==> config.mk <==
export PLATFORM = sky130hd
export DESIGN_NAME = vx_mem_perf_monitor
export DESIGN_NICKNAME = d
export VERILOG_FILES = /design/src/rtl/vx_mem_perf_monitor.sv
export SDC_FILE = /design/constraint.sdc
export NUM_CORES = 1
export LEC_CHECK = 0
export ABC_AREA = 1
export ABC_CLOCK_PERIOD_IN_PS = 17000
export BUFFER_PORTS_ARGS = -buffer_cell sky130_fd_sc_hd__buf_4
export CORE_ASPECT_RATIO = 1.2
export CORE_MARGIN = 1
export CORE_UTILIZATION = 50
export DETAILED_ROUTE_END_ITERATION = 8
export PLACE_DENSITY = 0.7
export SLEW_MARGIN = 20
export SYNTH_ARGS = -nofsm -noshare
export SYNTH_HDL_FRONTEND = slang
export SYNTH_SLANG_ARGS = --single-unit
==> constraint.sdc <==
create_clock -name clk -period 17 [get_ports clk]
set_input_delay 3.4 -clock clk [delete_from_list [all_inputs] [get_ports clk]]
set_output_delay 3.4 -clock clk [all_outputs]
set_load 0.02 [all_outputs]
==> src/rtl/vx_mem_perf_monitor.sv <==
// vx_mem_perf_monitor: memory-traffic performance monitor for one core.
// Counts read/write requests and responses over NUM_REQS channels and tracks
// in-flight reads. Each cycle it adds the current pending count to latency_sum
// and tracks the peak pending count. It latches a snapshot of loads and
// latency_sum when busy falls.
//
// Ports
//   clk, reset          clock, synchronous active-high reset
//   req_valid/ready/rw  per-channel request handshake and type (1 = write)
//   rsp_valid/ready     per-channel response handshake
//   clear               zero all counters except pending and snapshot
//   busy                core busy; a falling edge triggers a snapshot
//   loads/stores/rsps   event counters (wrap)
//   pending             reads in flight; max_pending is its peak
//   latency_sum         saturating sum of pending, one add per cycle
//   err_underflow/overflow  sticky pending clamp flags
//   snap_valid/snap_loads/snap_latency  snapshot pulse and held values
module vx_mem_perf_monitor #(
  parameter int unsigned NUM_REQS  = 4,
  parameter int unsigned CTR_BITS  = 44,
  parameter int unsigned PEND_BITS = 16,
  parameter int unsigned REQ_DELAY = 1
) (
  input  logic                 clk,
  input  logic                 reset,
  input  logic [NUM_REQS-1:0]  req_valid,
  input  logic [NUM_REQS-1:0]  req_ready,
  input  logic [NUM_REQS-1:0]  req_rw,
  input  logic [NUM_REQS-1:0]  rsp_valid,
  input  logic [NUM_REQS-1:0]  rsp_ready,
  input  logic                 clear,
  input  logic                 busy,
  output logic [CTR_BITS-1:0]  loads,
  output logic [CTR_BITS-1:0]  stores,
  output logic [CTR_BITS-1:0]  rsps,
  output logic [PEND_BITS-1:0] pending,
  output logic [PEND_BITS-1:0] max_pending,
  output logic [CTR_BITS-1:0]  latency_sum,
  output logic                 err_underflow,
  output logic                 err_overflow,
  output logic                 snap_valid,
  output logic [CTR_BITS-1:0]  snap_loads,
  output logic [CTR_BITS-1:0]  snap_latency
);

  localparam int unsigned CntW   = $clog2(NUM_REQS + 1);
  localparam int unsigned DeltaW = CntW + 1;
  localparam int unsigned SumW   = PEND_BITS + 2;

  logic [NUM_REQS-1:0] rd_fire, wr_fire, rsp_fire;
  logic [NUM_REQS-1:0] rd_cnt_vec, wr_cnt_vec;
  logic                req_clr;  // clear seen in the cycle the counted requests fired

  assign rd_fire  = req_valid & req_ready & ~req_rw;
  assign wr_fire  = req_valid & req_ready & req_rw;
  assign rsp_fire = rsp_valid & rsp_ready;

  if (REQ_DELAY != 0) begin : g_delay
    always_ff @(posedge clk) begin
      if (reset) begin
        rd_cnt_vec <= '0;
        wr_cnt_vec <= '0;
        req_clr    <= 1'b0;
      end else begin
        rd_cnt_vec <= rd_fire;
        wr_cnt_vec <= wr_fire;
        req_clr    <= clear;
      end
    end
  end else begin : g_no_delay
    assign rd_cnt_vec = rd_fire;
    assign wr_cnt_vec = wr_fire;
    assign req_clr    = clear;
  end

  logic [CntW-1:0] n_rd, n_wr, n_rsp;

  always_comb begin
    n_rd  = '0;
    n_wr  = '0;
    n_rsp = '0;
    for (int i = 0; i < int'(NUM_REQS); i++) begin
      n_rd  = n_rd  + CntW'(rd_cnt_vec[i]);
      n_wr  = n_wr  + CntW'(wr_cnt_vec[i]);
      n_rsp = n_rsp + CntW'(rsp_fire[i]);
    end
  end

  logic [CTR_BITS-1:0]  loads_q, stores_q, rsps_q, lat_q, snap_loads_q, snap_lat_q;
  logic [CTR_BITS-1:0]  loads_d, stores_d, rsps_d, lat_d;
  logic [PEND_BITS-1:0] pend_q, pend_d, maxp_q, maxp_d;
  logic                 uf_q, uf_d, of_q, of_d, busy_q, snap_valid_q, fall;
  logic [DeltaW-1:0]    delta;
  logic [SumW-1:0]      pend_sum;
  logic [CTR_BITS:0]    lat_sum;
  logic                 neg, over;

  always_comb begin
    // Two's-complement add: the top bit of pend_sum is the sign.
    delta    = {1'b0, n_rd} - {1'b0, n_rsp};
    pend_sum = {2'b00, pend_q} + {{(SumW - DeltaW){delta[DeltaW-1]}}, delta};
    neg      = pend_sum[SumW-1];
    over     = ~neg & pend_sum[PEND_BITS];
    if (neg)       pend_d = '0;
    else if (over) pend_d = '1;
    else           pend_d = pend_sum[PEND_BITS-1:0];

    lat_sum = {1'b0, lat_q} + (CTR_BITS + 1)'(pend_q);

    loads_d  = loads_q;
    stores_d = stores_q;
    if (clear) begin
      loads_d  = '0;
      stores_d = '0;
      rsps_d   = '0;
      lat_d    = '0;
      maxp_d   = '0;
      uf_d     = 1'b0;
      of_d     = 1'b0;
    end else begin
      if (!req_clr) begin
        loads_d  = loads_q + CTR_BITS'(n_rd);
        stores_d = stores_q + CTR_BITS'(n_wr);
      end
      rsps_d = rsps_q + CTR_BITS'(n_rsp);
      lat_d  = lat_sum[CTR_BITS] ? '1 : lat_sum[CTR_BITS-1:0];
      maxp_d = (pend_d > maxp_q) ? pend_d : maxp_q;
      uf_d   = uf_q | neg;
      of_d   = of_q | over;
    end

    fall = busy_q & ~busy;
  end

  always_ff @(posedge clk) begin
    if (reset) begin
      loads_q      <= '0;
      stores_q     <= '0;
      rsps_q       <= '0;
      lat_q        <= '0;
      pend_q       <= '0;
      maxp_q       <= '0;
      uf_q         <= 1'b0;
      of_q         <= 1'b0;
      busy_q       <= 1'b0;
      snap_valid_q <= 1'b0;
      snap_loads_q <= '0;
      snap_lat_q   <= '0;
    end else begin
      loads_q      <= loads_d;
      stores_q     <= stores_d;
      rsps_q       <= rsps_d;
      lat_q        <= lat_d;
      pend_q       <= pend_d;
      maxp_q       <= maxp_d;
      uf_q         <= uf_d;
      of_q         <= of_d;
      busy_q       <= busy;
      snap_valid_q <= fall;
      if (fall) begin
        snap_loads_q <= loads_d;
        snap_lat_q   <= lat_d;
      end
    end
  end

  assign loads         = loads_q;
  assign stores        = stores_q;
  assign rsps          = rsps_q;
  assign pending       = pend_q;
  assign max_pending   = maxp_q;
  assign latency_sum   = lat_q;
  assign err_underflow = uf_q;
  assign err_overflow  = of_q;
  assign snap_valid    = snap_valid_q;
  assign snap_loads    = snap_loads_q;
  assign snap_latency  = snap_lat_q;

endmodule

; Word level (Yosys, flattened, before mapping)
; Index checks and enable logic that the tools add are counted.
[op_classes]
n_addsub = 15
multipliers = 0
div_mod_pow = 0
order_cmp = 1
eq_ne = 0
shifts = 0
mux = 6
bitwise_logic = 11
reduce_logical = 1
[ops]
columns = op, count
row1 = 44-bit two-way mux, 4
row2 = 44-bit by 3-bit adder with 44-bit output, 3
row3 = 44-bit by 16-bit adder with 45-bit output, 1
row4 = 16-bit two-way mux, 2
row5 = 17-bit by 4-bit adder with 18-bit output, 1
row6 = 4-bit AND, 4
row7 = 16-bit greater-than comparator, 1
row8 = 2-bit by 1-bit adder with 3-bit output, 3
row9 = 3-bit by 1-bit adder with 3-bit output, 3
row10 = 1-bit by 1-bit adder with 2-bit output, 3
row11 = 4-bit NOT, 1
row12 = 3-bit by 3-bit subtractor with 4-bit output, 1
row13 = 1-bit AND, 2
row14 = 1-bit NOT, 2
row15 = 1-bit bitwise OR, 2
row16 = 2-bit OR reduction, 1
[totals]
regBits = 309
latch_bits = 0
mem_bits_rw = 0
mem_bits_ro = 0
in_bits = 24
output_inout_bits = 299
word_cells = 49
n_memories = 0

; Logic depth before layout (Yosys ltp)
; Gate-level depths: netlist of run 1.
[logic_depth]
depth_word = 11
depth_mapped = 36
mapped_depth_nobuf = 35

; Worst setup path before layout of run 1
; No wires, ideal clock.
[synth_path]
kind = input port to flip-flop
start = input rsp_valid[0]
end = register maxp_q[10], in the netlist max_pending[10]
setup_time_ns = 0.131
t_arrival_ns = 8.137
required_time_ns = 16.869
path_slack_ns = 8.733
cell_stages = 29
path_buffers = 2
cell_sequence = nand2_1 inv_1 fa_1 ha_1 ha_1 inv_1 ha_1 a31oi_2 ha_1 nand2_1 inv_1 nand2_1 nand3_1 a21oi_2 nand2_2 nand2_2 nand2_4 buf_8 o21ai_2 inv_1 ha_1 nand4_1 nor3_1 nand2_1 nand2_1 nand2_1 inv_1 buf_2 a21oi_1
[synth_between]
elab_chain_cells = 11
[synth_lines]
columns = item, line
row1 = "start, declared", 29  ; input logic [NUM_REQS-1:0] rsp_valid,
row2 = 4-bit AND *, 56  ; assign rsp_fire = rsp_valid & rsp_ready;
row3 = 1-bit by 1-bit adder with 2-bit output *, 85  ; n_rsp = n_rsp + CntW'(rsp_fire[i]);
row4 = 2-bit by 1-bit adder with 3-bit output *, 85
row5 = 3-bit by 1-bit adder with 3-bit output *, 85
row6 = 3-bit by 3-bit subtractor with 4-bit output *, 100  ; delta = {1'b0, n_rd} - {1'b0, n_rsp};
row7 = 17-bit by 4-bit adder with 18-bit output *, 101  ; pend_sum = {2'b00, pend_q} + {{(SumW - DeltaW){delta[DeltaW-1]}}, delta};
row8 = 1-bit NOT, 103  ; over = ~neg & pend_sum[PEND_BITS];
row9 = 1-bit AND, 103
row10 = 16-bit two-way mux, 105  ; else if (over) pend_d = '1;
row11 = 16-bit two-way mux *, 104  ; if (neg) pend_d = '0;
row12 = net pend_d[15], 91  ; logic [PEND_BITS-1:0] pend_q, pend_d, maxp_q, maxp_d;
row13 = 16-bit greater-than comparator *, 127  ; maxp_d = (pend_d > maxp_q) ? pend_d : maxp_q;
row14 = "end signal, assigned", 155  ; maxp_q <= maxp_d;
row15 = "end, declared", 91
; Mark *: on every way through the listed nets, which the timed path passes. The rest lies on a longest branch.
; A chain may end at the register's enable or synchronous reset.

; Worst setup path after layout of run 1
[layout_path]
start = input rsp_valid[0]
end = register maxp_q[1], in the netlist max_pending[1]
; The elaborated chain is that of the path after synthesis.

==> out/metrics.yaml, run 1 <==
die_x_um: 174
place_inst: 3423
synth_compound_area_share_pct: 9.59
power.density_nw_per_um2: 116
ctsHtreeMaxLevel: 2
synth-seq-area-share_pct: 34.9
ys_seq_elements: 309
synthXorXnorAreaFrac_pct: 1.98
dr_total_vias: 18400
end_kind: "register"
fmax_mhz: 109
placed_cell_area_um2: 20400
critPathLaunchType: "primary input"
wl_met3_um: 3550
grt_max_degree: 76
clkSlewWorstSetupHoldPaths_ns: 0.06
p_total_uw: 2520
cp_max_fo: 18
fin_cells: 3484
clock_sinks: 309
routabilityCongestion: 0.950
seq_power_share_pct: 32.7
cts_buffers: 34
antenna_found_initial: 0
route.met2.wl_um: 28400
dp_hpwl_um: 44900
internal_power_uw: 1570
clkPwrFrac_pct: 32.8
nets: 3094
grt.total_usage_pct: 31.5
whs_ns: 0.460
finalHoldViolations: 0
synth_commonest_cells: "nand2_1 (743), inv_1 (374), dfxtp_1 (309)"
swShare_pct: 37.7
slowest_delay_ns: 0.63
syn_nets: 2800
start_util_pct: 50.7
synth_edf_count: 0
holdPathStages: 2
p_sw_uw: 950
rows: 75
grt_overflow_total: 0
crit_slowest_cell: "inv_1"
io_buffers: 322
async_flop_share_pct: 0
relSlewSlack_pct: 47.8
crit_top_cell: "nand2_1"
clk-insertion-delay-late_ns: 0.54
critPathRequiredTime_ns: 17.42
fillers: 3386
grt_pass1_vias: 17600
arrival_ns: 9.60
leakage_uw: 0.0103
drive_gt1_share_pct: 16.9
drv_cap: 0
layout_min_cycle_time_ns: 9.17
design_area_um2: 21700
routedWlPerCell_um: 16.6
worst_pin_slew_ns: 0.782
yosysMostFrequentCell: "nand2_1"
remaining_drc_errors: 0
synthFlopType: "dfxtp_1"
hold_end: "err_overflow"
drv_slew: 0
r2r_setup_slack_ns: 10.74
status: "finished clean"
synth_top_area_share_pct: 34.9
period_share_pct: 53.9
ys_warn_count: 0
area_growth_pct: 22.5
met1_length_um: 23300
dieArea_um2: 36200
via_per_inst: 5.29
rsz0062_at_grt: "false"
yosys.area_share.simple_pct: 37.7
avgSynthCellArea_um2: 6.55
combPwrFrac_pct: 34.6
synth_top_family_by_area: "simple AND/OR/NAND/NOR gates"
crit_type: "in -> reg"
setup_violations: 0
fin_setup_tns_ns: 0
cts_tree: "built"
hold_class: "reg -> reg"
reg2reg_to: "max_pending[1]"
yosysUniqueCellTypes: 53
yosys.area.top_type: "dfxtp_1"
synth-adder-area-share_pct: 5.58
ant_nets: 0
netlist_area_um2: 17700
wirelength_um: 57800
r2r-start: "rd_cnt_vec[0]"
cts_root_buffer: "clkbuf_16"
hold_start: "err_overflow"
top_layer: "met4"
antenna-diode-count: 0
postCtsHoldBufs: 0
fin_skew_ns: 0.0236
io-pin-count: 323
muxShareOfSynthArea_pct: 0
firstDrtPassIters: 6
die-height_um: 208
clockBufferDepth: 3
postCtsResizedCells: 0
post_cts_buffers: 0
coreArea_um2: 34900
synth.area.top_cells: "dfxtp_1 (35%), nand2_1 (16%), inv_1 (7.9%)"
ir_drop_uv: 98.8
drtIter0Drc: 1111
synthCells: 2703
grt_pass1_wl_um: 92000
reg2reg_depth: 27
## layer usage
layer | vias to the layer above | track usage [%]
li1 | 9218 | -
met1 | 8436 | 37.3
met2 | 626 | 55.8
met3 | 145 | 5.14
met4 | 0 | 14.0
met5 | - | 0
## through the flow
step	setup slack [ns]	utilization, %
after floorplan	8.73	-
after global placement	7.14	58.5
after detailed placement	6.95	58.5
after CTS	7.44	62.1
after global routing	7.16	62.1
final	7.83	62.1
## cells by family (layout without fill, tap and decap cells)
group | count (synthesis) | count (layout)
buffers and inverters | 461 | 780
xor gates and xnor gates | 40 | 40
AOI/OAI and AO/OA | 308 | 308
and+or+nand+nor | 1512 | 1512
adders and majority gates | 73 | 73
DFF | 309 | 309
## flip-flops by register name (all words and copies together) (netlist names)
signal and flops:
rsps 44, req_clr 1, err_overflow 1, busy_q 1
rd_cnt_vec 4, snap_valid 1, snap_loads 44, pending 16
stores 44, wr_cnt_vec 4, snap_latency 44, max_pending 16
loads 44, err_underflow 1, latency_sum 44
## power by group through the flow
stage	Clock, uW	Sequential (uW)	Combinational, uW
2_1_floorplan	0	860	583
3_3_place_gp	0	840	853
3_5_place_dp	0	840	866
4_1_cts	839	824	870
5_1_grt	868	826	979
6_report	826	823	872
## critical path: cells and delay by family
| kind | cells | cell delay (ns) |
|---|---|---|
| compound gates | 2 | 0.98 |
| fa+ha+maj | 6 | 2.16 |
| buf+inv | 7 | 1.19 |
| simple gates | 14 | 1.84 |
## layout make-up
| class | count | area, um^2 | area share, % |
|---|---|---|---|
| clock buffers | 40 | 913 | 4.21 |
| clock inverters | 21 | 330 | 1.52 |
| inverters | 387 | 1450 | 6.70 |
| multi-input cells | 1933 | 9740 | 44.9 |
| flip-flops and latches | 309 | 6190 | 28.5 |
| well taps | 462 | 578 | 2.67 |
| repair buffers | 332 | 2490 | 11.5 |
## how the worst max path moves through the flow
stage / from / to / slack (ns) / depth (start not counted)
2_1_floorplan: rsp_valid[0] / max_pending[10] / 8.73 / 29
3_3_place_gp: rsp_valid[0] / max_pending[1] / 7.14 / 29
3_5_place_dp: rsp_valid[0] / max_pending[0] / 6.95 / 29
4_1_cts: rsp_valid[0] / max_pending[0] / 7.44 / 29
5_1_grt: rsp_valid[0] / max_pending[0] / 7.16 / 32
6_report: rsp_valid[0] / max_pending[1] / 7.83 / 29
## layout by cell type, fill, tap and decap left out, types with 14 or more instances in the layout
cell         n
nand2_1    742
a21oi_1    148
buf_4      332
inv_1      373
o21ai_0    107
nand3_1    253
nor2_1     298
clkbuf_16   34
nor3_1      47
xor2_1      18
nand3_2     24
dfxtp_1    309
or2_2       14
ha_1        63
xnor2_1     22
nor2_2      17
nand4_1     56
(Power assumes the default switching activity.)
==> inputs of run 2 (changes only) <==
--- a/config.mk
+++ b/config.mk
@@ -6,13 +6,13 @@
 export NUM_CORES = 1
 export LEC_CHECK = 0
 export ABC_AREA = 1
-export ABC_CLOCK_PERIOD_IN_PS = 17000
+export ABC_CLOCK_PERIOD_IN_PS = 7710
 export BUFFER_PORTS_ARGS = -buffer_cell sky130_fd_sc_hd__buf_4
 export CORE_ASPECT_RATIO = 1.2
 export CORE_MARGIN = 1
 export CORE_UTILIZATION = 50
 export DETAILED_ROUTE_END_ITERATION = 8
-export PLACE_DENSITY = 0.7
+export PLACE_DENSITY = 0.73
 export SLEW_MARGIN = 20
 export SYNTH_ARGS = -nofsm -noshare
 export SYNTH_HDL_FRONTEND = slang
==> constraint.sdc (replaced) <==
create_clock -name clk -period 7.71 [get_ports clk]
set_input_delay 1.542 -clock clk [delete_from_list [all_inputs] [get_ports clk]]
set_output_delay 1.542 -clock clk [all_outputs]
set_load 0.02 [all_outputs]
==> run 2 against run 1 <==
Net effect:
- cell area down 0.35%
- sequential power up 120%
- critical path depth up 4
- flip-flop and latch count unchanged
- final cell count about the same
- clock-buffer cell count up 5
- combinational power up 120%
- die area unchanged
- power up 120%
- global-route usage down 0.72 points
- critical path type unchanged
- core utilization down 0.22 points
- clock power up 110%
==> out/metrics.yaml, run 2 (synthesized netlist as in run 1, its figures left out) <==
critPathLaunchType: "primary input"
routabilityCongestion: 0.966
critPathRequiredTime_ns: 8.13
ant_nets: 0
via_per_inst: 5.31
drive_gt1_share_pct: 16.7
end_kind: "register"
grt_overflow_total: 0
antenna_found_initial: 0
io-pin-count: 323
postCtsHoldBufs: 0
fillers: 3281
postCtsResizedCells: 0
seqCellArea_um2: 6190
nets: 3094
power.density_nw_per_um2: 254
grt_pass1_vias: 17400
fin_skew_ns: 0.00989
multi_input_area_um2: 9730
cts_buffers: 34
fin_util_pct: 61.9
clk-insertion-delay-late_ns: 0.53
finalHoldViolations: 0
io_buffers: 322
post_cts_buffers: 0
leakage_uw: 0.0103
clkSlewWorstSetupHoldPaths_ns: 0.06
dr_total_vias: 18500
cts_root_buffer: "clkbuf_16"
dp_hpwl_um: 43900
routedWlPerCell_um: 16.3
grt.total_usage_pct: 30.8
start_util_pct: 50.7
die-height_um: 208
cp_max_fo: 18
dieArea_um2: 36200
firstDrtPassIters: 5
arrival_ns: 6.97
rows: 75
slowest_delay_ns: 0.54
area_growth_pct: 22.1
die_x_um: 174
clockBufferDepth: 3
grt_pass1_wl_um: 89800
clock_sinks: 309
grt_max_degree: 89
antenna-diode-count: 0
hold_class: "reg -> reg"
remaining_drc_errors: 0
crit_family: "adder cells"
final_cell_mix: "nand2_1 (742), inv_1 (373), buf_4 (332)"
cts_tree: "built"
wirelength_um: 56700
relSlewSlack_pct: 35.7
ctsHtreeMaxLevel: 2
crit_top_cell: "nand2_1"
worst_pin_slew_ns: 0.963
path_buf_inv: 9
coreArea_um2: 34900
drv_cap: 0
period_share_pct: 85.0
ir_drop_uv: 235
whs_ns: 0.464
layout_min_cycle_time_ns: 6.55
drv_slew: 0
fin_setup_tns_ns: 0
final_common_cell: "nand2_1"
status: "finished clean"
fmax_mhz: 153
drtIter0Drc: 1145
crit_slowest_cell: "fa_1"
rsz0062_at_grt: "false"
crit_type: "in -> reg"
setup_violations: 0
## run 2: changes by cell type in the layout (fill, tap and decap cells not counted), moves of 2 or more
cell        change
clkinv_2        -6
bufinv_16       -3
clkbuf_1        +3
clkinvlp_4      +2
## run 2: tightest hold or removal path, delay by kind of cell (launching register included)
family | cells | cell delay [ns]
AO/OA/AOI/OAI | 1 | 0.05
buffers and inverters | 1 | 0.05
flip-flops | 1 | 0.31
## run 2: metrics by stage
step	power [uW]	cells	setup slack (ns)	area [um^2]
2_1_floorplan	3180	2703	1.30	17700
3_3_place_gp	3760	3423	0.702	20400
3_5_place_dp	3780	3423	0.610	20400
4_1_cts	5510	3481	1.15	21600
5_1_grt	5800	3481	0.627	21600
6_report	5480	3481	1.16	21600
## run 2: report_power, final
part | internal (uW) | switching (uW) | leakage [uW]
logic | 656 | 1290 | 0.00722
registers | 1690 | 114 | 0.00250
clock network | 1050 | 680 | 0.000565
## run 2: worst paths after layout
path	startpoint	slack (ns)	end	cells after the start
setup reg to reg	rd_cnt_vec[0]	2.19	max_pending[1]	28
hold / removal	err_overflow	0.46	err_overflow	2
setup / recovery	rsp_valid[0]	1.16	max_pending[1]	33
hold reg to reg	err_overflow	0.46	err_overflow	2
## run 2: area by class of cell
type | count | area share (%)
Clock buffer | 45 | 4.46
Clock inverter | 13 | 0.967
Inverter | 387 | 6.73
Multi-Input combinational cell | 1933 | 45.0
Sequential cell | 309 | 28.6
Tap cell | 462 | 2.67
Timing Repair Buffer | 332 | 11.5
## run 2: per-layer routing
metal / part of all wire, % / GRT usage [%]
met2: 49 / 55.2
met5: 0 / 0
met4: 4.6 / 13.2
met1: 40 / 36.0
met3: 6.3 / 5.10
==> inputs of run 3 (changes only) <==
--- a/config.mk
+++ b/config.mk
@@ -5,14 +5,14 @@
 export SDC_FILE = /design/constraint.sdc
 export NUM_CORES = 1
 export LEC_CHECK = 0
-export ABC_AREA = 1
-export ABC_CLOCK_PERIOD_IN_PS = 7710
+export ABC_AREA = 0
+export ABC_CLOCK_PERIOD_IN_PS = 6400
 export BUFFER_PORTS_ARGS = -buffer_cell sky130_fd_sc_hd__buf_4
 export CORE_ASPECT_RATIO = 1.2
 export CORE_MARGIN = 1
 export CORE_UTILIZATION = 50
 export DETAILED_ROUTE_END_ITERATION = 8
-export PLACE_DENSITY = 0.73
+export PLACE_DENSITY = 0.72
 export SLEW_MARGIN = 20
 export SYNTH_ARGS = -nofsm -noshare
 export SYNTH_HDL_FRONTEND = slang
==> constraint.sdc (replaced) <==
create_clock -name clk -period 6.4 [get_ports clk]
set_input_delay 1.28 -clock clk [delete_from_list [all_inputs] [get_ports clk]]
set_output_delay 1.28 -clock clk [all_outputs]
set_load 0.02 [all_outputs]
==> run 3 against run 2 <==
Net effect:
- final cell count down 32%
- sequential power up 18%
- non-clock buffer count up 68
- register-to-register slack worse by 1.5 ns
- sequential share of layout area up 4.8 points
- power up 13%
- die area down 21%
- clock power up 8%
- clock skew up 0.0034 ns
- synthesized cell count down 40%
- cell area down 14%
- first-iteration DRC count down 43%
- largest power group unchanged
==> out/metrics.yaml, run 3 <==
postCtsHoldBufs: 0
end_kind: "register"
cts_root_buffer: "clkbuf_16"
cts_buffers: 31
ys_warn_count: 0
crit_slowest_cell: "fa_1"
crit_family: "compound AO/OA/AOI/OAI gates"
ys_seq_elements: 309
area_growth_pct: 32.7
finalHoldViolations: 0
relSlewSlack_pct: 28.9
synthCells: 1634
grt.total_usage_pct: 27.5
dr_total_vias: 12800
routabilityCongestion: 0.918
seqCellArea_um2: 6190
grt_pass1_vias: 12200
final_cell_mix: "buf_4 (394), dfxtp_1 (309), nor2_1 (245)"
met1_length_um: 16500
async_flop_share_pct: 0
design_area_um2: 18500
yosysMostFrequentCell: "dfxtp_1"
clk-insertion-delay-late_ns: 0.57
netlist_area_um2: 14000
synth_edf_count: 0
leakage_uw: 0.00787
fin_setup_tns_ns: 0
drtIter0Drc: 655
ctsHtreeMaxLevel: 1
ant_nets: 0
synthFlopType: "dfxtp_1"
muxShareOfSynthArea_pct: 0.296
coreArea_um2: 27300
hold_class: "reg -> reg"
ir_drop_uv: 210
period_share_pct: 97.8
synth.area.top_cells: "dfxtp_1 (44%), nor2_1 (6.8%), xor2_1 (5.8%)"
synth_compound_area_share_pct: 12.3
drv_cap: 0
wl_met3_um: 2620
synth_commonest_cells: "dfxtp_1 (309), nor2_1 (253), nand2_1 (168)"
critPathRequiredTime_ns: 6.85
fin_skew_ns: 0.0133
yosysUniqueCellTypes: 62
top_layer: "met4"
yosys.area.top_type: "dfxtp_1"
slowest_delay_ns: 0.56
io_buffers: 322
critPathLaunchType: "primary input"
antenna_found_initial: 0
power.density_nw_per_um2: 336
crit_type: "in -> reg"
dp_hpwl_um: 30300
grt_max_degree: 122
synth-seq-area-share_pct: 44.3
via_per_inst: 5.41
synth_top_family_by_area: "simple AND/OR/NAND/NOR gates"
drv_slew: 0
final_common_cell: "buf_4"
avgSynthCellArea_um2: 8.54
fmax_mhz: 160
combPwrFrac_pct: 35.7
die_x_um: 155
drive_gt1_share_pct: 25.3
grt_pass1_wl_um: 63600
rows: 66
syn_nets: 1731
p_sw_uw: 2080
clkPwrFrac_pct: 30.0
firstDrtPassIters: 7
cts_tree: "built"
wirelength_um: 40800
internal_power_uw: 4140
path_buf_inv: 6
start_util_pct: 51.2
grt_overflow_total: 0
swShare_pct: 33.4
cp_max_fo: 8
seq_power_share_pct: 34.3
dieArea_um2: 28600
io-pin-count: 323
placed_cell_area_um2: 17300
clock_sinks: 309
antenna-diode-count: 0
route.met2.wl_um: 20300
remaining_drc_errors: 0
setup_violations: 0
arrival_ns: 6.71
synth_top_area_share_pct: 44.3
status: "finished clean"
nets: 2105
routedWlPerCell_um: 17.2
synth-adder-area-share_pct: 7.08
worst_pin_slew_ns: 1.06
clockBufferDepth: 3
synthXorXnorAreaFrac_pct: 9.60
yosys.area_share.simple_pct: 23.4
die-height_um: 185
multi_input_area_um2: 7600
fillers: 2313
layout_min_cycle_time_ns: 6.26
crit_top_cell: "ha_4"
clkSlewWorstSetupHoldPaths_ns: 0.06
-- run 3: cell types whose count changed after synthesis, sizes merged, moves of 68 or more --
cell and change:
nand2 -585, xor2 +75, nor2 -68, nand3 -211
a21oi -71, inv -340
-- run 3: routing by layer --
metal,GRT usage [%],vias to the layer above
met2,49.6,374
met4,9.11,0
li1,-,6333
met3,5.90,87
met5,0,-
met1,32.3,6034
-- run 3: final timing paths --
check                    from                to  slack [ns]  cells past startpoint
min          snap_latency[23]  snap_latency[23]        0.45                      1
min reg2reg  snap_latency[23]  snap_latency[23]        0.45                      1
max reg2reg     rd_cnt_vec[0]   max_pending[15]        0.73                     24
max              rsp_valid[3]   max_pending[15]        0.14                     30
-- run 3: through the flow --
step           utilization [%]  worst slack [ns]  power (uW)  std cells  hold WS, ns
2_1_floorplan                -           -0.0528        3400       1634        0.530
3_5_place_dp              63.6            -0.478        4290       2311        0.441
6_report                  68.0             0.140        6220       2373        0.451
3_3_place_gp              63.6            -0.350        4270       2311        0.434
4_1_cts                   67.5             0.103        6160       2369        0.456
5_1_grt                   68.0           -0.0148        6540       2373        0.469
-- run 3: cell families (layout without fill, tap and decap cells) --
| family | after synthesis | in the layout |
|---|---|---|
| DFF | 309 | 309 |
| AOI/OAI and AO/OA | 286 | 286 |
| buffers and inverters | 107 | 505 |
| xor gates and xnor gates | 153 | 153 |
| muxes | 4 | 4 |
| adders and majority gates | 73 | 73 |
| and+or+nand+nor | 702 | 703 |
-- run 3: power groups by stage --
stage               sequential [uW]  combinational [uW]  clock (uW)
global placement               2170                2100           0
floorplan                      2240                1170           0
CTS                            2130                2130        1900
detailed placement             2170                2120           0
finish                         2130                2220        1860
global route                   2140                2430        1970
-- run 3: what timing repair did --
item	4_1_cts	5_1_grt
resized for setup	0	20
setup buffers	0	2
endpoints found under the hold margin	0	0
setup endpoints to repair	0	16
-- run 3: area by class of cell --
class | instances | share of cell area, %
Clock buffer | 43 | 4.81
Clock inverter | 15 | 0.872
Inverter | 46 | 1.00
Multi-Input combinational cell | 1219 | 41.1
Sequential cell | 309 | 33.4
Tap cell | 340 | 2.30
Timing Repair Buffer | 400 | 16.5
Timing Repair inverter | 1 | 0.0338
